## config.mk

```make
export PLATFORM = sky130hd
export DESIGN_NAME = pipe_hazard_ctrl
export DESIGN_NICKNAME = d
export VERILOG_FILES = /design/src/rtl/pipe_hazard_ctrl.sv
export SDC_FILE = /design/constraint.sdc
export NUM_CORES = 1
export LEC_CHECK = 0
export ABC_AREA = 1
export BUFFER_PORTS_ARGS = -buffer_cell sky130_fd_sc_hd__buf_2
export CELL_PAD_IN_SITES_DETAIL_PLACEMENT = 2
export CELL_PAD_IN_SITES_GLOBAL_PLACEMENT = 2
export CORE_MARGIN = 5
export CORE_UTILIZATION = 33
export DETAILED_ROUTE_END_ITERATION = 6
export GPL_ROUTABILITY_DRIVEN = 1
export PLACE_DENSITY_LB_ADDON = 0.1
export SLEW_MARGIN = 20
export SYNTH_ARGS = -nofsm -noshare
export SYNTH_HDL_FRONTEND = slang
export SYNTH_SLANG_ARGS = --single-unit
```

## constraint.sdc

```tcl
create_clock -name clk -period 4.7 [get_ports clk]
set_clock_uncertainty 0.1 [all_clocks]
set_input_delay 0.94 -clock clk [delete_from_list [all_inputs] [get_ports clk]]
set_output_delay 0.94 -clock clk [all_outputs]
set_load 0.02 [all_outputs]
```

## src/rtl/pipe_hazard_ctrl.sv

```systemverilog
// Pipeline control carrier: holds the EX/MEM/WB control registers, detects RAW and
// load-use hazards, drives IF/ID stall/flush and the EX operand forwarding selects.
module pipe_hazard_ctrl #(
   parameter int REG_AW = 5,
   parameter int CTRL_W = 24,
   parameter bit FWD_EN = 1'b1,
   parameter int CNT_W  = 32
) (
   input  logic              clk,
   input  logic              rstn,
   input  logic              freeze,
   input  logic              id_valid,
   input  logic [REG_AW-1:0] id_rs1,
   input  logic [REG_AW-1:0] id_rs2,
   input  logic              id_use_rs1,
   input  logic              id_use_rs2,
   input  logic [REG_AW-1:0] id_rd,
   input  logic              id_regwrite,
   input  logic              id_memread,
   input  logic [CTRL_W-1:0] id_ctrl,
   input  logic              ex_redirect,
   output logic              ex_valid,
   output logic              mem_valid,
   output logic              wb_valid,
   output logic [CTRL_W-1:0] ex_ctrl,
   output logic [CTRL_W-1:0] mem_ctrl,
   output logic [CTRL_W-1:0] wb_ctrl,
   output logic              ex_regwrite,
   output logic              mem_regwrite,
   output logic              wb_regwrite,
   output logic [REG_AW-1:0] ex_rd,
   output logic [REG_AW-1:0] mem_rd,
   output logic [REG_AW-1:0] wb_rd,
   output logic [1:0]        fwd_a,
   output logic [1:0]        fwd_b,
   output logic              stall,
   output logic              flush,
   output logic [CNT_W-1:0]  stall_cnt,
   output logic [CNT_W-1:0]  flush_cnt
);

   typedef struct packed {
      logic              valid;
      logic [CTRL_W-1:0] ctrl;
      logic              regwrite;
      logic              memread;
      logic [REG_AW-1:0] rd;
      logic [REG_AW-1:0] rs1;
      logic [REG_AW-1:0] rs2;
      logic              use_rs1;
      logic              use_rs2;
   } ex_stage_t;

   typedef struct packed {
      logic              valid;
      logic [CTRL_W-1:0] ctrl;
      logic              regwrite;
      logic [REG_AW-1:0] rd;
   } late_stage_t;

   ex_stage_t   ex_q, ex_d;
   late_stage_t mem_q, mem_d;
   late_stage_t wb_q, wb_d;
   logic [CNT_W-1:0] stall_cnt_q, stall_cnt_d;
   logic [CNT_W-1:0] flush_cnt_q, flush_cnt_d;

   logic id_ex_hit;
   logic id_mem_hit;
   logic load_use;
   logic raw_stall;
   logic bubble;
   logic mem_hit_a, mem_hit_b;
   logic wb_hit_a, wb_hit_b;

   // A producer only counts if it is live, writes, targets a non-x0 register and the
   // consumer really reads that operand.
   function automatic logic rd_hit(input logic              v,
                                   input logic              rw,
                                   input logic [REG_AW-1:0] rd,
                                   input logic [REG_AW-1:0] rs,
                                   input logic              use_rs);
      return v & rw & (rd != '0) & (rd == rs) & use_rs;
   endfunction

   // stall is the hold request to the upstream IF/ID register: while it is high the
   // same ID contents are presented again on the following cycle.
   always_comb begin
      id_ex_hit  = rd_hit(ex_q.valid, ex_q.regwrite, ex_q.rd, id_rs1, id_use_rs1)
                 | rd_hit(ex_q.valid, ex_q.regwrite, ex_q.rd, id_rs2, id_use_rs2);
      id_mem_hit = rd_hit(mem_q.valid, mem_q.regwrite, mem_q.rd, id_rs1, id_use_rs1)
                 | rd_hit(mem_q.valid, mem_q.regwrite, mem_q.rd, id_rs2, id_use_rs2);
      load_use   = id_ex_hit & ex_q.memread;
      raw_stall  = id_valid & (FWD_EN ? load_use : (id_ex_hit | id_mem_hit));
      stall      = raw_stall & ~ex_redirect;
      flush      = ex_redirect;
      bubble     = raw_stall | ex_redirect;
   end

   always_comb begin
      mem_hit_a = rd_hit(mem_q.valid, mem_q.regwrite, mem_q.rd, ex_q.rs1, ex_q.use_rs1);
      mem_hit_b = rd_hit(mem_q.valid, mem_q.regwrite, mem_q.rd, ex_q.rs2, ex_q.use_rs2);
      wb_hit_a  = rd_hit(wb_q.valid, wb_q.regwrite, wb_q.rd, ex_q.rs1, ex_q.use_rs1);
      wb_hit_b  = rd_hit(wb_q.valid, wb_q.regwrite, wb_q.rd, ex_q.rs2, ex_q.use_rs2);
      fwd_a = 2'b00;
      fwd_b = 2'b00;
      if (FWD_EN) begin
         // The younger result in MEM shadows the older one in WB.
         if (mem_hit_a)     fwd_a = 2'b10;
         else if (wb_hit_a) fwd_a = 2'b01;
         if (mem_hit_b)     fwd_b = 2'b10;
         else if (wb_hit_b) fwd_b = 2'b01;
      end
   end

   always_comb begin
      ex_d = '0;
      if (!bubble) begin
         ex_d.valid    = id_valid;
         ex_d.ctrl     = id_valid ? id_ctrl : '0;
         ex_d.regwrite = id_valid & id_regwrite;
         ex_d.memread  = id_valid & id_memread;
         ex_d.rd       = id_rd;
         ex_d.rs1      = id_rs1;
         ex_d.rs2      = id_rs2;
         ex_d.use_rs1  = id_use_rs1;
         ex_d.use_rs2  = id_use_rs2;
      end
      mem_d.valid    = ex_q.valid;
      mem_d.ctrl     = ex_q.ctrl;
      mem_d.regwrite = ex_q.regwrite;
      mem_d.rd       = ex_q.rd;
      wb_d           = mem_q;
      stall_cnt_d    = stall_cnt_q + {{(CNT_W-1){1'b0}}, stall};
      flush_cnt_d    = flush_cnt_q + {{(CNT_W-1){1'b0}}, flush};
   end

   always_ff @(posedge clk or negedge rstn) begin
      if (!rstn) begin
         ex_q        <= '0;
         mem_q       <= '0;
         wb_q        <= '0;
         stall_cnt_q <= '0;
         flush_cnt_q <= '0;
      end else if (!freeze) begin
         ex_q        <= ex_d;
         mem_q       <= mem_d;
         wb_q        <= wb_d;
         stall_cnt_q <= stall_cnt_d;
         flush_cnt_q <= flush_cnt_d;
      end
   end

   assign ex_valid     = ex_q.valid;
   assign mem_valid    = mem_q.valid;
   assign wb_valid     = wb_q.valid;
   assign ex_ctrl      = ex_q.ctrl;
   assign mem_ctrl     = mem_q.ctrl;
   assign wb_ctrl      = wb_q.ctrl;
   assign ex_regwrite  = ex_q.regwrite;
   assign mem_regwrite = mem_q.regwrite;
   assign wb_regwrite  = wb_q.regwrite;
   assign ex_rd        = ex_q.rd;
   assign mem_rd       = mem_q.rd;
   assign wb_rd        = wb_q.rd;
   assign stall_cnt    = stall_cnt_q;
   assign flush_cnt    = flush_cnt_q;

endmodule
```

==> metrics.csv, run 1 <==
stage,metric,value,unit
setup_path,startpoint_type,input pin,
status,status,finished clean,
drt,routed_wl,29500,um
setup_path,crit_fanout,29,
timing,hold_violations,0,
grt,grt_max_degree,78,
synth,syn-instance-count,1115,
grt,grt_overflow,0,
die,start_util,33.2,%
drt,post-route-drc-count,0,
pwr,p_per_area,336,nW/um2
timing,fin_crit_sh,69.6,%
clock_network,cts_root_buffer,clkbuf_16,
clock_network,postCtsSetupBuffers,0,
setup_path,worstPathRequired,3660,ps
die,ioPinCount,211,
clock_network,h-tree-depth,4,
die,core,26700,um2
synth,synth.cell_area,8860,um2
drt,vias_per_cell,4.87,
drt,vias,7971,
synth,ys_seq_area_share,48.0,%
setup_path,endpoint_kind,primary output,
synth,ys_types,42,
die,std_cell_rows,60,
setup_path,worstSetupPathType,in -> out,
timing,min_period,3270,ps
clock_network,cts_sinks,170,
timing,slew_headroom,46.4,%
synth,avgSynthCellArea,7.95,um2
min_path,min_path_type,reg -> reg,
synth,synth_edf_count,0,
timing,fmax,306,MHz
clock_network,cts_tree,yes,
die,dieArea,30200,um2
grt,antenna_found_initial,5,
pwr,p_leak,5.67,nW
drt,ant_nets,0,
die,fp.dieW,174,um
clock_network,cts_buffers,17,
timing,finalSetupViolCount,0,
clock_network,cts.reportedPaths.clkPinSlew,70,ps
finish,fill_cells,3141,
placement,place_area,10000,um2
timing,rsz0062_at_grt,no,
grt,grt_pass1_vias,8922,
grt,grt_pass1_wl,48800,um
finish,diodes,0,
placement,pre_cts_ws,1140,ps
drt,dr.pass1.iters,5,
finish,layout.nets,1335,
die,die_y,174,um
placement,port-buffer-count,210,
placement,dp_hpwl,21600,um
setup_path,arrival,2230,ps
synth,syn_nets,1167,
synth,synth_seq_cells,170,
flow_run,drv_cap,0,
setup_path,rr_worst_depth,18,
synth,synthFlopType,dfrtp_1,
grt,track_usage,19.8,%
clock_network,clkLatencyLatePin,430,ps
min_path,holdPathStages,2,
drt,routedWlPerCell,18.0,um
timing,worst_pin_slew,803,ps
clock_network,clock_path_buffers,2,
min_path,min-delay-start,wb_ctrl[22]$_DFFE_PN0N_,
placement,place.gp.congestion,0.786,
synth,yosysWarnings,0,
setup_path,r2r-end,stall_cnt[16]$_DFFE_PN0N_,
finish,area_delta_synth_final,19.7,%
finish,final_area,10600,um2
timing,maxSlewViolCount,0,
timing,fin_ws,1430,ps
clock_network,cts-resized-gates,0,
min_path,hold_end,wb_ctrl[22]$_DFFE_PN0N_,
setup_path,reg2reg_from,ex_rd[0]$_DFFE_PN0N_,
pwr,vdd_ir_drop_max,243,uV
clock_network,cts_hold_buf,0,
timing,tns,0,ps
finish,drive_above_1_share,23.5,%
synth,synth-async-reset-ratio,100,%
setup_path,rrSetupSlack,1660,ps
drt,drt_iter0_markers,270,
stage by stage:
stage          hold WS (ps)  utilization, %  power, mW  std cells
4_1_cts                 397            39.7       3.64       1637
3_3_place_gp            362            37.4       2.13       1605
5_1_grt                 412            39.7       3.74       1637
6_report                390            39.7       3.56       1637
2_1_floorplan           346               -       1.94       1115
3_5_place_dp            376            37.4       2.15       1605
kinds of logic (layout without fill, tap and decap cells):
kind of cell / Yosys count / after routing / share of synthesized area (%)
flip-flops: 170 / 170 / 48.0
AND/OR/NAND/NOR: 603 / 603 / 30.7
XOR/XNOR: 48 / 48 / 4.74
AO/OA/AOI/OAI: 92 / 92 / 5.79
buffers and inverters: 198 / 379 / 10.2
adder cells (fa/ha/maj): 4 / 4 / 0.565
power breakdown:
part           switching, mW  leakage, nW  internal [mW]
Sequential            0.0944         2.25           1.55
Combinational          0.325         3.13          0.146
Clock                  0.731        0.291          0.722
Yosys cell counts (all sizes together) (4+ instances only):
cell type,instances,area (um2)
nand2,373,1420
xnor2,24,210
inv,129,484
o21ai,81,443
nor3,18,139
dfrtp,170,4250
nand4,51,340
nand3,37,218
clkbuf,13,52.6
ha,4,50.1
a21oi,5,25.0
nor2,111,484
xor2,24,210
buf,56,369
nand3b,10,87.6
how the worst max path moves through the flow:
stage               slack, ps                         to  startpoint  cells after the start
floorplan                1310  stall_cnt[16]$_DFFE_PN0N_    id_valid                     17
global placement         1310  stall_cnt[16]$_DFFE_PN0N_   id_rs2[2]                     19
detailed placement       1140  stall_cnt[16]$_DFFE_PN0N_   id_rs2[1]                     19
CTS                      1360                      stall   id_rs2[1]                     11
global route             1240                      stall   id_rs2[2]                     11
finish                   1430                      stall   id_rs2[1]                     11
worst max-delay path, cell delays in order:
cell and delay [ps]:
buf_2 120, inv_1 40, nand2_1 60, nand2_1 60, nor2_1 80, nand3_1 80, nand2_1 110, nand2_1 70
buf_4 240, nor2_1 200, buf_2 230
layout make-up:
| type | instances | area (um2) | area share (%) |
|---|---|---|---|
| sequential | 170 | 4250 | 40.1 |
| multi-input combinational | 747 | 3700 | 34.9 |
| timing repair buffer | 218 | 1130 | 10.7 |
| inverter | 129 | 485 | 4.57 |
| tap | 341 | 427 | 4.02 |
| clock buffer | 17 | 425 | 4.01 |
| clock inverter | 15 | 183 | 1.72 |
layer usage:
layer	wire length [um]	vias up	GRT usage, %
met2	14900	132	34.7
li1	-	3789	-
met5	47	-	0
met1	13000	4014	24.5
met4	285	10	3.53
met3	1310	26	5.72
sequential cells by signal (all words and copies together), names as in the netlist:
name and cells:
wb_rd 5, ex_rd 5, mem_valid 1, wb_valid 1
mem_regwrite 1, ex_q 13, mem_ctrl 24, ex_regwrite 1
flush_cnt 32, ex_ctrl 24, mem_rd 5, ex_valid 1
wb_ctrl 24, stall_cnt 32, wb_regwrite 1
cells in the final DEF, fill, tap and decap left out, drive strengths merged:
cell / count
nand2: 373
buf: 218
dfrtp: 170
inv: 134
nor2: 111
o21ai: 81
nand4: 51
nand3: 37
xnor2: 24
xor2: 24
nor3: 18
clkbuf: 17
nand3b: 10
clkinv: 9
a21oi: 5
ha: 4
o21bai: 1
o2111ai: 1
o211ai: 1
o22ai: 1
o21a: 1
or2: 1
a21o: 1
nor3b: 1
nor4: 1
clkinvlp: 1
Note: power is estimated with default switching activity, not from simulation.
==> inputs of run 2 (changes only) <==
Settings changed: CORE_UTILIZATION 33 to 31.
Clock period 4.7 ns to 3.3 ns, I/O delays scaled along.
==> run 2 against run 1 <==
  * Utilization fell by 2.1 points
  * Combinational power rose by 42%
  * Critical path depth rose by 6
==> metrics.csv, run 2 (same netlist as run 1, synthesis figures left out) <==
stage,metric,value,unit
status,status,finished clean,
timing,slew_headroom,57.6,%
setup_path,crit_start,ex_rd[3]$_DFFE_PN0N_,
finish,layout_commonest_cell,nand2_1,
setup_path,endpoint_kind,register,
die,die_y,179,um
setup_path,worstSetupPathType,reg -> reg,
setup_path,startpoint_type,register,
die,ioPinCount,211,
placement,dpl.cell_count,1651,
timing,maxSlewViolCount,0,
clock_network,cts_tree,yes,
setup_path,worstPathRequired,3530,ps
clock_network,cts_sinks,170,
grt,antenna_found_initial,6,
die,fp.dieW,179,um
drt,dr_wl_met3,1310,um
setup_path,rr_worst_depth,17,
finish,final_core_util,37.6,%
finish,multi_input_comb_area,3700,um2
setup_path,rrSetupSlack,540,ps
setup_path,r2r-end,stall_cnt[16]$_DFFE_PN0N_,
grt,grt_pass1_wl,47600,um
timing,fmax,362,MHz
die,start_util,31.1,%
finish,area_delta_synth_final,20.6,%
die,dieArea,32100,um2
clock_network,cts_hold_buf,0,
clock_network,h-tree-depth,4,
setup_path,critPathCapture,stall_cnt[16]$_DFFE_PN0N_,
grt,grt_max_degree,80,
clock_network,cts-resized-gates,0,
timing,finalSetupViolCount,0,
placement,place.gp.congestion,0.789,
drt,post-route-drc-count,0,
grt,grt_pass1_vias,8630,
drt,vias,7932,
grt,track_usage,18.8,%
pwr,vdd_ir_drop_max,269,uV
drt,ant_nets,0,
timing,min_period,2760,ps
clock_network,postCtsSetupBuffers,0,
drt,vias_per_cell,4.71,
drt,dr_wl_met2,14500,um
finish,layout.nets,1338,
finish,register_area,4250,um2
finish,mostFrequentLayoutCells,"nand2_1 (368), buf_2 (208), dfrtp_1 (170)",
placement,dp_hpwl,22100,um
timing,holdWs,62.4,ps
placement,port-buffer-count,210,
drt,routed.top_layer,met5,
drt,detail_route.wirelength.met1,13200,um
timing,fin_crit_sh,83.7,%
setup_path,crit_fanout,5,
clock_network,clock_path_buffers,2,
drt,drt_iter0_markers,254,
die,std_cell_rows,62,
timing,tns,0,ps
clock_network,clkLatencyLatePin,430,ps
setup_path,arrival,2990,ps
finish,drive_above_1_share,23.6,%
drt,dr.pass1.iters,4,
grt,grt_overflow,0,
clock_network,cts.reportedPaths.clkPinSlew,80,ps
finish,fill_cells,3374,
die,core,28500,um2
pwr,p_leak,5.69,nW
setup_path,reg2reg_from,ex_rd[3]$_DFFE_PN0N_,
pwr,total_power,5.09,mW
timing,hold_violations,0,
drt,routed_wl,29300,um
flow_run,drv_cap,0,
min_path,min_path_type,in -> async,
drt,routedWlPerCell,17.4,um
finish,layout.cells.non_filler,1684,
pwr,p_per_area,476,nW/um2
timing,worst_pin_slew,635,ps
timing,rsz0062_at_grt,no,
clock_network,cts_buffers,17,
clock_network,cts_root_buffer,clkbuf_16,
run 2: cell count changes in the layout (fill, tap and decap cells not counted):
cell,change
clkinv_4,+3
clkinv_8,-2
bufinv_16,+1
diode_2,+1
inv_8,-1
buf_4,+3
inv_6,-1
run 2: worst min path at each step:
stage | from | endpoint | slack, ps | cells after the start
after CTS | rstn | flush_cnt[23]$_DFFE_PN0N_ | 80 | 1
after floorplan | rstn | ex_ctrl[0]$_DFFE_PN0N_ | 260 | 0
after global placement | wb_ctrl[14]$_DFFE_PN0N_ | wb_ctrl[14]$_DFFE_PN0N_ | 360 | 2
final | rstn | flush_cnt[23]$_DFFE_PN0N_ | 60 | 1
after global routing | rstn | flush_cnt[23]$_DFFE_PN0N_ | 90 | 1
after detailed placement | wb_ctrl[12]$_DFFE_PN0N_ | wb_ctrl[12]$_DFFE_PN0N_ | 370 | 2
run 2: critical path, stage by stage, from the launching register on:
cell and delay (ps):
dfrtp_1 440, inv_1 140, nand2_1 80, nand2_1 60, nor2_1 130, nand3_1 100
nand2_1 90, nand2_1 100, nor2_1 150, ha_1 210, ha_1 270, nand4_4 180
inv_2 120, nand4_1 140, nor2_2 180, nand2_1 70, nand2_1 60, nand2_1 50
run 2: final cells by class:
class,count,area share (%)
clock buffers,17,3.98
repair buffers,221,10.8
flip-flops and latches,170,39.8
multi-input cells,747,34.6
diodes,1,0.0234
well taps,384,4.49
inverters,129,4.54
clock inverters,15,1.74
run 2: power breakdown:
part	internal [mW]	total (mW)	switching (mW)
clock	1.09	2.09	1.00
combinational	0.210	0.668	0.458
sequential	2.20	2.33	0.130
run 2: layer usage:
layer  vias to the layer above  track usage [%]
met4                        10             3.74
met5                         -                0
met2                       130             32.3
met1                      3957             24.4
met3                        29             4.39
li1                       3806                -
run 2: metrics by stage:
step | worst slack (ps) | area (um2)
2_1_floorplan | 187 | 8860
3_5_place_dp | 329 | 10100
3_3_place_gp | 419 | 10100
5_1_grt | 245 | 10700
4_1_cts | 481 | 10700
6_report | 537 | 10700
==> inputs of run 3 (changes only) <==
Clock period 3.3 ns to 2.6 ns, I/O delays scaled along.
==> run 3 against run 2 <==
  * Non-clock buffer count increased by 36
  * Clock power rose by 23%
  * Register-to-register slack worse by 430 ps
  * Global-route usage up 0.32 points
  * Highest routed layer unchanged
  * Sequential power rose by 27%
  * Worst hold slack improved by 180 ps
==> metrics.csv, run 3 (same netlist as run 1, synthesis figures left out) <==
stage,metric,value,unit
setup_path,rr_worst_depth,17,
clock_network,cts_tree,yes,
pwr,p_per_area,583,nW/um2
grt,grt_pass1_vias,8707,
clock_network,clkLatencyLatePin,440,ps
setup_path,crit_chain,inv_2 > buf_4 > nand4_1 > o21bai_1 > inv_1 > nand2_2 > nor2_4 > buf_4 > buf_6,
drt,dr.pass1.iters,7,
die,core,28500,um2
status,status,finished clean,
timing,slew_headroom,56.5,%
setup_path,rrSetupSlack,110,ps
timing,fin_crit_sh,96.2,%
timing,hold_violations,0,
grt,met1_usage,24.6,%
die,dieArea,32100,um2
setup_path,cp_common_cell,buf_4,
grt,grt_max_degree,92,
timing,rsz0062_at_grt,yes,
min_path,min_path_type,in -> reg,
grt,track_usage,19.2,%
finish,layout_commonest_cell,nand2_1,
die,std_cell_rows,62,
grt,gr-usage-met3,5.74,%
clock_network,h-tree-depth,4,
setup_path,worstPathRequired,1980,ps
timing,min_period,2500,ps
die,die_y,179,um
finish,drive_above_1_share,26.6,%
drt,ant_nets,0,
drt,vias,8050,
timing,worst_pin_slew,653,ps
die,ioPinCount,211,
grt,grt_pass1_wl,48200,um
grt,antenna_found_initial,4,
clock_network,cts_sinks,170,
clock_network,cts.reportedPaths.clkPinSlew,80,ps
finish,layout.nets,1374,
placement,place_area,10400,um2
grt,grt_use_met2,32.3,%
die,fp.dieW,179,um
setup_path,endpoint_kind,primary output,
setup_path,startpoint_type,register,
setup_path,crit_slowest_cell,dfrtp_1,
finish,final_area,11100,um2
drt,routed_wl,30300,um
placement,place.gp.congestion,0.783,
timing,finalSetupViolCount,0,
setup_path,arrival,1880,ps
finish,area_delta_synth_final,24.7,%
pwr,p_leak,5.86,nW
setup_path,max_stage_delay,440,ps
placement,dp_hpwl,22900,um
grt,grt_most_used_layer,met2,
drt,post-route-drc-count,0,
setup_path,r2r-end,stall_cnt[26]$_DFFE_PN0N_,
setup_path,reg2reg_from,ex_rd[0]$_DFFE_PN0N_,
timing,maxSlewViolCount,0,
setup_path,worstSetupPathType,reg -> out,
pwr,vdd_ir_drop_max,422,uV
clock_network,cts_root_buffer,clkbuf_16,
timing,fmax,400,MHz
finish,mostFrequentLayoutCells,"nand2_1 (364), buf_2 (207), dfrtp_1 (169)",
clock_network,cts_buffers,17,
grt,grt_overflow,0,
setup_path,critPathCapture,stall,
drt,vias_per_cell,4.68,
clock_network,clock_path_buffers,2,
setup_path,crit_fanout,3,
drt,drt_iter0_markers,229,
timing,tns,0,ps
drt,routedWlPerCell,17.6,um
flow_run,drv_cap,0,
die,start_util,31.1,%
placement,port-buffer-count,210,
setup_path,crit_start,ex_rd[1]$_DFFE_PN0N_,
run 3: power breakdown:
group | leakage, nW | internal, mW | switching (mW)
registers | 2.25 | 2.80 | 0.171
logic | 3.34 | 0.303 | 0.601
clock network | 0.276 | 1.38 | 1.20
run 3: final cells by class:
type / instances / area [um2]
Clock buffer: 20 / 447
Sequential cell: 170 / 4260
Timing Repair Buffer: 257 / 1490
Clock inverter: 12 / 129
Fill cell: 3369 / 17400
Tap cell: 384 / 480
Inverter: 129 / 485
Antenna cell: 1 / 2.50
Multi-Input combinational cell: 747 / 3770
run 3: stage by stage:
stage	hold slack (ps)	std cells	util, %	worst slack (ps)	total power, mW
after global routing	227	1719	38.8	-102	6.78
final	242	1720	38.8	98.9	6.45
after detailed placement	372	1676	36.4	-28.6	3.92
after floorplan	124	1115	-	2.11	3.50
after global placement	362	1676	36.4	73.1	3.89
after CTS	215	1712	38.5	23.7	6.57
run 3: repair_timing:
item,in CTS,in global routing
resized for setup,1,15
hold buffers,1,0
endpoints found under the setup margin,1,12
pin swaps,1,15
hold endpoints to repair,2,0
buffers inserted,3,7
run 3: worst min-delay path by stage:
stage	from	slack, ps	endpoint	cells past startpoint
2_1_floorplan	rstn	120	ex_ctrl[0]$_DFFE_PN0N_	0
3_5_place_dp	wb_ctrl[6]$_DFFE_PN0N_	370	wb_ctrl[6]$_DFFE_PN0N_	2
5_1_grt	id_rd[1]	230	ex_rd[1]$_DFFE_PN0N_	3
4_1_cts	id_rd[2]	220	ex_rd[2]$_DFFE_PN0N_	3
6_report	id_rd[1]	240	ex_rd[1]$_DFFE_PN0N_	3
3_3_place_gp	wb_ctrl[0]$_DFFE_PN0N_	360	wb_ctrl[0]$_DFFE_PN0N_	2
run 3: critical path: cells and delay by family, from the launching register on:
family,cells,cell delay (ps)
buf+inv,5,550
flops,1,440
simple gates,3,300
compound gates,1,140
run 3: per-layer routing:
metal	routed length (um)	part of all wire, %
met1	13700	45
met2	14700	48
met3	1620	5.3
met4	230	0.76
met5	54	0.18
